## src/rtl/pht_gshare_if.sv

```systemverilog
`default_nettype none
// ============================================================================
// Module   : pht_gshare_if
// Brief    : Lookup/update bundle between a branch-history tracker and the
//            gshare pattern history table. Stats signals exist only when
//            PHT_GSHARE_STATS_EN is defined.
// Revision : 1.0
// ============================================================================
interface pht_gshare_if #(
    parameter int IWIDTH = 6,
    parameter int HWIDTH = 6
);
    logic              en;
    logic              do_update;
    logic              last_taken;
    logic [IWIDTH-1:0] index;
    logic [HWIDTH-1:0] history;
    logic              pred_taken;
    logic              pred_strong;
    logic              mispredict;
`ifdef PHT_GSHARE_STATS_EN
    logic [31:0]       stat_updates;
    logic [31:0]       stat_mispredicts;
`endif

    modport master (
        output en, do_update, last_taken, index, history,
`ifdef PHT_GSHARE_STATS_EN
        input  stat_updates, stat_mispredicts,
`endif
        input  pred_taken, pred_strong, mispredict
    );

    modport slave (
        input  en, do_update, last_taken, index, history,
`ifdef PHT_GSHARE_STATS_EN
        output stat_updates, stat_mispredicts,
`endif
        output pred_taken, pred_strong, mispredict
    );
endinterface
`default_nettype wire

```

## src/rtl/pht_gshare.sv

```systemverilog
`default_nettype none
// ============================================================================
// Module   : pht_gshare
// Brief    : Gshare pattern history table with deferred update and bypass.
//            Optional PHT_GSHARE_STATS_EN adds update/mispredict counters.
// Revision : 1.0
// ============================================================================
module pht_gshare #(
    parameter int IWIDTH = 6,
    parameter int HWIDTH = 6,
    parameter int CWIDTH = 2
) (
    input  wire logic         clk,
    input  wire logic         reset,
    pht_gshare_if.slave       bus
);
    localparam int                DEPTH   = 1 << IWIDTH;
    localparam logic [CWIDTH-1:0] CTR_MAX = '1;
    localparam logic [CWIDTH-1:0] CTR_MIN = '0;
    localparam logic [CWIDTH-1:0] WEAK_NT = {1'b0, {(CWIDTH-1){1'b1}}};

    generate
        if (HWIDTH > IWIDTH) begin : g_bad_hwidth
            $error("pht_gshare: HWIDTH must not exceed IWIDTH");
        end
        if (CWIDTH < 2) begin : g_bad_cwidth
            $error("pht_gshare: CWIDTH must be at least 2");
        end
    endgenerate

    logic [CWIDTH-1:0] ctr_q [DEPTH];
    logic [CWIDTH-1:0] ctr_d [DEPTH];
    logic [IWIDTH-1:0] last_tidx_q, last_tidx_d;
    logic              last_pred_q, last_pred_d;

    logic [IWIDTH-1:0] hist_ext;
    logic [IWIDTH-1:0] tidx;
    logic              upd_fire;
    logic [CWIDTH-1:0] upd_cur;
    logic [CWIDTH-1:0] upd_val;
    logic [CWIDTH-1:0] look_val;

    always_comb begin
        hist_ext               = '0;
        hist_ext[HWIDTH-1:0]   = bus.history;
        tidx                   = bus.index ^ hist_ext;
        upd_fire               = bus.en && bus.do_update;
        upd_cur                = ctr_q[last_tidx_q];
        upd_val                = upd_cur;
        if (bus.last_taken) begin
            if (upd_cur != CTR_MAX) upd_val = upd_cur + 1'b1;
        end else begin
            if (upd_cur != CTR_MIN) upd_val = upd_cur - 1'b1;
        end
        // A lookup of the entry being written this cycle sees the new value.
        look_val = (upd_fire && (tidx == last_tidx_q)) ? upd_val : ctr_q[tidx];
    end

    assign bus.pred_taken  = look_val[CWIDTH-1];
    assign bus.pred_strong = (look_val == CTR_MAX) || (look_val == CTR_MIN);
    assign bus.mispredict  = upd_fire && (last_pred_q != bus.last_taken);

    always_comb begin
        ctr_d       = ctr_q;
        last_tidx_d = last_tidx_q;
        last_pred_d = last_pred_q;
        if (upd_fire) ctr_d[last_tidx_q] = upd_val;
        if (bus.en) begin
            last_tidx_d = tidx;
            last_pred_d = bus.pred_taken;
        end
    end

    always_ff @(posedge clk) begin
        if (reset) begin
            for (int i = 0; i < DEPTH; i++) ctr_q[i] <= WEAK_NT;
            last_tidx_q <= '0;
            last_pred_q <= 1'b0;
        end else begin
            ctr_q       <= ctr_d;
            last_tidx_q <= last_tidx_d;
            last_pred_q <= last_pred_d;
        end
    end

`ifdef PHT_GSHARE_STATS_EN
    logic [31:0] stat_upd_q, stat_upd_d;
    logic [31:0] stat_mp_q,  stat_mp_d;

    always_comb begin
        stat_upd_d = stat_upd_q;
        stat_mp_d  = stat_mp_q;
        if (upd_fire) begin
            if (stat_upd_q != 32'hFFFF_FFFF) stat_upd_d = stat_upd_q + 32'd1;
            if (bus.mispredict && (stat_mp_q != 32'hFFFF_FFFF))
                stat_mp_d = stat_mp_q + 32'd1;
        end
    end

    always_ff @(posedge clk) begin
        if (reset) begin
            stat_upd_q <= '0;
            stat_mp_q  <= '0;
        end else begin
            stat_upd_q <= stat_upd_d;
            stat_mp_q  <= stat_mp_d;
        end
    end

    assign bus.stat_updates     = stat_upd_q;
    assign bus.stat_mispredicts = stat_mp_q;
`endif
endmodule
`default_nettype wire
```

## src/flat_wrapper.sv

```systemverilog
// flat-port wrapper written by rule: the top's interface ports become plain ports
module pht_gshare_flat 
#(
    parameter int IWIDTH = 6,
    parameter int HWIDTH = 6,
    parameter int CWIDTH = 2
)
  (clk, reset, bus_en, bus_do_update, bus_last_taken, bus_index, bus_history, bus_pred_taken, bus_pred_strong, bus_mispredict);
  pht_gshare_if #(.IWIDTH(IWIDTH), .HWIDTH(HWIDTH)) bus_i ();
  input  wire logic clk;
  input  wire logic reset;
  input wire logic [$bits(bus_i.en)-1:0] bus_en;
  input wire logic [$bits(bus_i.do_update)-1:0] bus_do_update;
  input wire logic [$bits(bus_i.last_taken)-1:0] bus_last_taken;
  input wire logic [$bits(bus_i.index)-1:0] bus_index;
  input wire logic [$bits(bus_i.history)-1:0] bus_history;
  output wire logic [$bits(bus_i.pred_taken)-1:0] bus_pred_taken;
  output wire logic [$bits(bus_i.pred_strong)-1:0] bus_pred_strong;
  output wire logic [$bits(bus_i.mispredict)-1:0] bus_mispredict;
  assign bus_i.en = bus_en;
  assign bus_i.do_update = bus_do_update;
  assign bus_i.last_taken = bus_last_taken;
  assign bus_i.index = bus_index;
  assign bus_i.history = bus_history;
  assign bus_pred_taken = bus_i.pred_taken;
  assign bus_pred_strong = bus_i.pred_strong;
  assign bus_mispredict = bus_i.mispredict;
  pht_gshare #(.IWIDTH(IWIDTH), .HWIDTH(HWIDTH), .CWIDTH(CWIDTH)) u_core (.clk(clk), .reset(reset), .bus(bus_i));
endmodule
```

## config.mk

```make
export PLATFORM = sky130hd
export DESIGN_NAME = pht_gshare_flat
export DESIGN_NICKNAME = d
export VERILOG_FILES = /design/src/rtl/pht_gshare_if.sv /design/src/rtl/pht_gshare.sv /design/src/flat_wrapper.sv
export SDC_FILE = /design/constraint.sdc
export NUM_CORES = 1
export LEC_CHECK = 0
export ABC_AREA = 0
export CORE_MARGIN = 2
export CORE_UTILIZATION = 50
export CTS_BUF_LIST = sky130_fd_sc_hd__clkbuf_2 sky130_fd_sc_hd__clkbuf_4 sky130_fd_sc_hd__clkbuf_8
export CTS_CLUSTER_SIZE = 14
export DETAILED_ROUTE_END_ITERATION = 6
export PLACE_DENSITY = 0.67
export SLEW_MARGIN = 10
export SYNTH_ARGS = -nofsm -noshare
export SYNTH_HDL_FRONTEND = slang
export SYNTH_SLANG_ARGS = --single-unit
```

## constraint.sdc

```tcl
create_clock -name clk -period 5.5 [get_ports clk]
set_clock_uncertainty 0.05 [all_clocks]
set_input_delay 1.375 -clock clk [delete_from_list [all_inputs] [get_ports clk]]
set_output_delay 1.375 -clock clk [all_outputs]
set_load 0.1 [all_outputs]
```

==> metrics.cfg, run 1 <==
[worst_hold_path]
hold_class = reg -> reg
hold_end = u_core.ctr_q[96]
hold_path_startpoint = u_core.ctr_q[96]
hold_depth = 1

[logic_synthesis]
ys.flop_type = dfxtp_1
ys_types = 56
ys_ff_latch = 135
synthArstFlopShare_pct = 0
synth-xor-area-share_pct = 1.99
syn_inst = 837
yosys.area_share.simple_pct = 19.8
seq_area_frac_synth_pct = 36.4
syn_area_um2 = 7430
syn-num-nets = 854
synth_top_family_by_area = simple AND/OR/NAND/NOR gates
synth_edf_count = 0
synth_compound_area_share_pct = 18.8
yosys_warnings = 0
muxShareOfSynthArea_pct = 17.7
synth-adder-area-share_pct = 0.286
synth.avg_cell_area_um2 = 8.87

[drt]
drc_errors = 0
wl_mm = 23.7
viasPerCell = 6.61
ant_nets = 0
wl_per_cell_um = 22.4
num_vias = 6999
drt-initial-drc-count = 693
dr.pass1.iters = 5

[floorplanning]
ios = 20
coreArea_um2 = 14500
start_util_pct = 51.1
dieArea_um2 = 15800
rows = 44
die_w_um = 126
chipHeight_um = 126

[place]
place_hpwl_mm = 16.0
port_buffers = 19
placed_cells = 1023
dpl_cell_area_um2 = 8010
gp_congestion = 0.948

[global_route]
grt_max_degree = 92
grt_util_all_layers_pct = 30.2
overflow = 0
met3_usage_pct = 6.37
antenna_found_initial = 1
grtUsageMet2_pct = 48.4
busiest_layer = met2
grt_pass1_wl_mm = 37.1
use_met1_pct = 38.9
grt_pass1_vias = 6689

[outcome]
status = finished with violations
violations = negative setup slack

[clock_network]
numClockSinks = 135
cts_tree = done
h-tree-depth = 4
cts_buffers = 17
postCtsHoldBufs = 0
clkTransAtPathRegs_ps = 70
clk_latency_ps = 470
cts_max_path_buffers = 2
ctsRootBufferMaster = clkbuf_8

[power_and_ir_drop]
leakage_nw = 2.89
vdd_drop_max_mv = 0.230
p_per_area_nw_per_um2 = 271

[sta]
drv_slew = 0
final.period_utilization_pct = 101
max_slew_margin_pct = 34.3
max_freq_mhz = 179
worst_slew_pin_slew_ps = 985
min_period_ps = 5580
whs_ps = 439
final-hold-violation-count = 0
finalSetupViolCount = 1
rsz0062_at_grt = yes
setup_slack_ps = -75.5
fin_setup_tns_ps = -75.5

[final_layout]
instances_no_fill = 1059
fillers = 1300
diodes = 0
area_growth_pct = 15.4
drive_above_1_share_pct = 19.9
fin_area_um2 = 8570
nets = 879

[setup_path]
required_ps = 4070
arrival_ps = 4150
reg2reg_to = u_core.ctr_q[80]
crit_fanout = 5
r2r_cells = 10
r2r_start = u_core.last_tidx_q[2]
worst-setup-path-type = in -> out
worstSetupEndpointType = output port
crit_path_start_kind = input port
r2r_setup_slack_ps = 1500

[job]
max_cap_violations = 0

-- report_power, final --
part	internal, W	total, W	switching, W
combinational	0.000154	0.000411	0.000258
sequential	0.000985	0.00101	0.0000236
clock	0.000490	0.000899	0.000409
total	0.00163	0.00232	0.000690
-- worst max path at each step --
stage,from,endpoint,slack [ps],cells after the start
2_1_floorplan,bus_index[0],bus_pred_strong,2,9
3_3_place_gp,bus_index[0],bus_pred_strong,-530,11
3_5_place_dp,bus_index[0],bus_pred_strong,-580,11
4_1_cts,bus_history[0],bus_pred_strong,-60,13
5_1_grt,bus_history[0],bus_pred_strong,-130,13
6_report,bus_history[0],bus_pred_strong,-80,12
-- logic make-up (layout without fill, tap and decap cells) --
group / count (synthesis) / in the layout
buffers and inverters: 78 / 116
muxes: 73 / 73
adders and majority gates: 2 / 2
AOI/OAI and AO/OA: 193 / 193
DFF: 135 / 135
and+or+nand+nor: 340 / 340
xor gates and xnor gates: 16 / 16
-- cells in the mapped netlist, types with 4 or more instances --
| master | instances | share of area [%] |
|---|---|---|
| nor2_1 | 149 | 7.5 |
| dfxtp_1 | 135 | 36 |
| nand2_1 | 83 | 4.2 |
| nor3_1 | 72 | 4.9 |
| a21oi_1 | 68 | 4.6 |
| a211o_1 | 64 | 7.5 |
| mux4_2 | 43 | 13 |
| clkbuf_1 | 34 | 1.7 |
| buf_2 | 21 | 1.4 |
| mux2i_1 | 15 | 2.0 |
| a221oi_1 | 14 | 1.7 |
| mux2_2 | 12 | 1.8 |
| a22o_1 | 9 | 1.1 |
| xnor2_1 | 9 | 1.1 |
| nand3_1 | 8 | 0.54 |
| a22oi_1 | 7 | 0.71 |
| inv_1 | 6 | 0.30 |
| o21ai_0 | 6 | 0.40 |
| xor2_1 | 6 | 0.71 |
| a211oi_1 | 5 | 0.51 |
| buf_1 | 5 | 0.25 |
| buf_4 | 5 | 0.51 |
| buf_6 | 5 | 0.76 |
| nor2b_1 | 4 | 0.34 |
| o2bb2ai_1 | 4 | 0.47 |
-- layer usage --
metal	vias up	wire length [um]
met2	346	11400
met3	83	1690
met5	-	0
li1	3140	-
met4	0	993
met1	3430	9540
-- cell usage in the layout (no fill, tap or decap), types with 3 or more instances in the layout --
cell type	synthesis	routed
a211o_1	64	64
a211oi_1	5	5
a21oi_1	68	68
a221oi_1	14	10
a221oi_2	1	5
a22o_1	9	9
a22oi_1	7	7
buf_12	0	6
buf_4	5	53
bufinv_16	0	3
clkbuf_8	0	20
clkdlybuf4s50_1	0	11
clkinv_2	0	3
dfxtp_1	135	133
inv_1	6	6
mux2_2	12	12
mux2i_1	15	14
mux4_2	43	43
nand2_1	83	83
nand3_1	8	8
nor2_1	149	148
nor2b_1	4	4
nor3_1	72	70
nor3b_1	3	3
nor4_1	3	3
o21ai_0	6	5
o2bb2ai_1	4	4
xnor2_1	9	9
xor2_1	6	4
xor2_4	0	3
-- critical path, cell delays in order --
cell and delay, ps:
buf_8 100, xor2_4 170, buf_12 140, buf_12 130
mux4_1 550, a22o_1 280, a221oi_2 250, o22ai_2 120
or4b_4 520, o21ai_4 110, xor2_4 190, buf_12 190
-- metrics by stage --
step	setup slack [ps]	total power [W]	utilization (%)
4_1_cts	-60.7	0.00232	58.8
3_3_place_gp	-534	0.00141	55.1
5_1_grt	-129	0.00240	59.0
2_1_floorplan	1.74	0.00129	-
3_5_place_dp	-582	0.00142	55.1
6_report	-75.5	0.00232	59.0
-- final cells by class --
cell class	count	area, um2	share of cell area (%)
timing repair buffer	76	711	8.29
inverter	8	30.0	0.350
clock inverter	11	146	1.71
tap	184	230	2.69
sequential	135	2710	31.6
multi-input combinational	624	4460	52.1
clock buffer	21	283	3.30
-- flip-flops by register name (all words and copies together) (netlist names) --
register,cells
u_core.ctr_q,128
u_core.last_pred_q,1
u_core.last_tidx_q,6
-- timing repair --
item                       in CTS  in global routing
setup buffers                   3                  0
setup endpoints to repair       2                  2
resized for setup              24                  7
cloned                          1                  0
pin swaps                       3                  2
Power figures use the tool's default switching activity.
==> run 2, diff against run 1 <==
==> constraint.sdc (replaced) <==
create_clock -name clk -period 5.5 [get_ports clk]
set_clock_uncertainty 0.05 [all_clocks]
set_input_delay 1.1 -clock clk [delete_from_list [all_inputs] [get_ports clk]]
set_output_delay 1.1 -clock clk [all_outputs]
set_load 0.1 [all_outputs]
==> metrics.cfg, run 2 (synthesized netlist as in run 1, its figures left out) <==
[outcome]
status = completed  ; was finished with violations

[global_route]
overflow = 0  ; unchanged
grt_util_all_layers_pct = 31.0  ; was 30.2%
antenna_found_initial = 0  ; was 1
grt_pass1_wl_mm = 37.9  ; was 37.1 mm
grt_pass1_vias = 6545  ; was 6,689
grt_max_degree = 84  ; was 92

[drt]
dr.pass1.iters = 6  ; was 5
drc_errors = 0  ; unchanged
num_vias = 6911  ; was 6,999
wl_mm = 24.1  ; was 23.7 mm
drt-initial-drc-count = 670  ; was 693
wl_per_cell_um = 23.2  ; was 22.4 um
viasPerCell = 6.65  ; was 6.61
ant_nets = 0  ; unchanged

[place]
pre_cts_slack_ps = -91.7  ; was -582 ps
port_buffers = 19  ; unchanged
gp_congestion = 0.953  ; was 0.948
place_hpwl_mm = 16.5  ; was 16.0 mm
dpl_cell_area_um2 = 7920  ; was 8010 um2

[setup_path]
critPathCapture = bus_pred_strong  ; unchanged
crit_fanout = 8  ; was 5
startpoint = bus_index[0]  ; was bus_history[0]
worstSetupEndpointType = output port  ; unchanged
r2r_setup_slack_ps = 1570  ; was 1500 ps
crit_slowest_cell = mux4_2  ; was mux4_1
worstPathCellList = dlygate4sd2_1 -> xor2_4 -> buf_6 -> mux4_2 -> a22o_1 -> a221oi_1 -> o22ai_1 -> or4b_1 -> o21ai_0 -> buf_4 -> xor2_4 -> buf_12  ; was buf_8 -> xor2_4 -> buf_12 -> buf_12 -> mux4_1 -> a22o_1 -> a221oi_2 -> o22ai_2 -> or4b_4 -> o21ai_4 -> xor2_4 -> buf_12
reg2reg_to = u_core.ctr_q[14]  ; was u_core.ctr_q[80]
r2r_cells = 10  ; unchanged
crit_top_cell = xor2_4  ; was buf_12
worst-setup-path-type = in -> out  ; unchanged
crit_path_start_kind = input port  ; unchanged
max_stage_delay_ps = 500  ; was 550 ps
required_ps = 4350  ; was 4070 ps
r2r_start = u_core.last_tidx_q[0]  ; was u_core.last_tidx_q[2]
arrival_ps = 4160  ; was 4150 ps

[sta]
finalSetupViolCount = 0  ; was 1
setup_slack_ps = 190  ; was -75.5 ps
min_period_ps = 5310  ; was 5580 ps
final-hold-violation-count = 0  ; unchanged
rsz0062_at_grt = no  ; was yes
drv_slew = 0  ; unchanged
whs_ps = 436  ; was 439 ps
max_slew_margin_pct = 33.3  ; was 34.3%
max_freq_mhz = 188  ; was 179 MHz
worst_slew_pin_slew_ps = 997  ; was 985 ps
final.period_utilization_pct = 96.5  ; was 101%
fin_setup_tns_ps = 0  ; was -75.5 ps

[clock_network]
cts_tree = done  ; unchanged
cts_buffers = 17  ; unchanged
clk_latency_ps = 460  ; was 470 ps
ctsRootBufferMaster = clkbuf_8  ; unchanged
cts_max_path_buffers = 2  ; unchanged
numClockSinks = 135  ; unchanged
cts_setup_buffers = 0  ; was 3
clkTransAtPathRegs_ps = 80  ; was 70 ps
h-tree-depth = 4  ; unchanged

[final_layout]
largest-register = u_core.ctr_q  ; unchanged
reg_top3 = u_core.ctr_q (128), u_core.last_tidx_q (6), u_core.last_pred_q (1)  ; unchanged
diodes = 0  ; unchanged
final_common_cell = nor2_1  ; unchanged
nets = 860  ; was 879
fillers = 1296  ; was 1,300
drive_above_1_share_pct = 16.6  ; was 19.9%
final_cell_mix = nor2_1 (149), dfxtp_1 (134), nand2_1 (83)  ; was nor2_1 (148), dfxtp_1 (133), nand2_1 (83)
multi_input_area_um2 = 4420  ; was 4460 um2
fin_area_um2 = 8390  ; was 8570 um2
area_growth_pct = 12.9  ; was 15.4%
largest_reg_flops = 128  ; unchanged
seq_area_um2 = 2710  ; about the same

[floorplanning]
rows = 44  ; unchanged
dieArea_um2 = 15800  ; unchanged
start_util_pct = 51.1  ; unchanged
ios = 20  ; unchanged
chipHeight_um = 126  ; unchanged
die_w_um = 126  ; unchanged
coreArea_um2 = 14500  ; unchanged

[power_and_ir_drop]
leakage_nw = 2.79  ; was 2.89 nW
vdd_drop_max_mv = 0.202  ; was 0.230 mV
p_per_area_nw_per_um2 = 279  ; was 271 nW/um2

[worst_hold_path]
hold_class = reg -> reg  ; unchanged

[job]
max_cap_violations = 0  ; unchanged

run 2: where the power goes:
group | leakage [nW] | switching [W] | total (W) | internal [W]
Combinational | 1.47 | 0.000250 | 0.000384 | 0.000134
Clock | 0.228 | 0.000398 | 0.000946 | 0.000547
Sequential | 1.09 | 0.0000230 | 0.00101 | 0.000985
run 2: routing by layer:
metal | vias up | track usage, % | wire length [um]
met2 | 347 | 48.7 | 11300
met5 | - | 0 | 0
li1 | 3105 | - | -
met1 | 3394 | 41.5 | 10000
met4 | 0 | 13.1 | 997
met3 | 65 | 6.71 | 1820
run 2: how the worst min path moves through the flow:
stage,from,endpoint,slack [ps],cells after the start
2_1_floorplan,u_core.ctr_q[52],u_core.ctr_q[52],390,1
3_3_place_gp,u_core.ctr_q[104],u_core.ctr_q[104],420,1
3_5_place_dp,u_core.last_pred_q,u_core.last_pred_q,420,2
4_1_cts,u_core.last_pred_q,u_core.last_pred_q,440,2
5_1_grt,u_core.ctr_q[108],u_core.ctr_q[108],470,1
6_report,u_core.last_pred_q,u_core.last_pred_q,440,2
run 2: worst max-delay path, delay by kind of cell:
kind                   cells  cell delay (ps)
AO/OA/AOI/OAI              4              770
XOR/XNOR                   2              440
buffers and inverters      4              850
multiplexers               1              500
AND/OR/NAND/NOR            1              490
run 2: repair_timing:
action,4_1_cts,5_1_grt
resized for setup,4,2
pin swaps,1,0
hold buffers,0,0
setup endpoints to repair,1,1
run 2: stage by stage:
stage / total power, W / util, % / std cells
detailed placement: 0.00141 / 54.5 / 1008
CTS: 0.00235 / 57.7 / 1039
global placement: 0.00140 / 54.5 / 1008
floorplan: 0.00128 / - / 837
global route: 0.00242 / 57.7 / 1039
finish: 0.00234 / 57.7 / 1039
run 2: final cells by class:
type | instances | area share, %
Sequential cell | 135 | 32.3
Clock buffer | 18 | 2.95
Inverter | 8 | 0.358
Tap cell | 184 | 2.74
Clock inverter | 13 | 2.43
Multi-Input combinational cell | 624 | 52.6
Timing Repair Buffer | 57 | 6.61
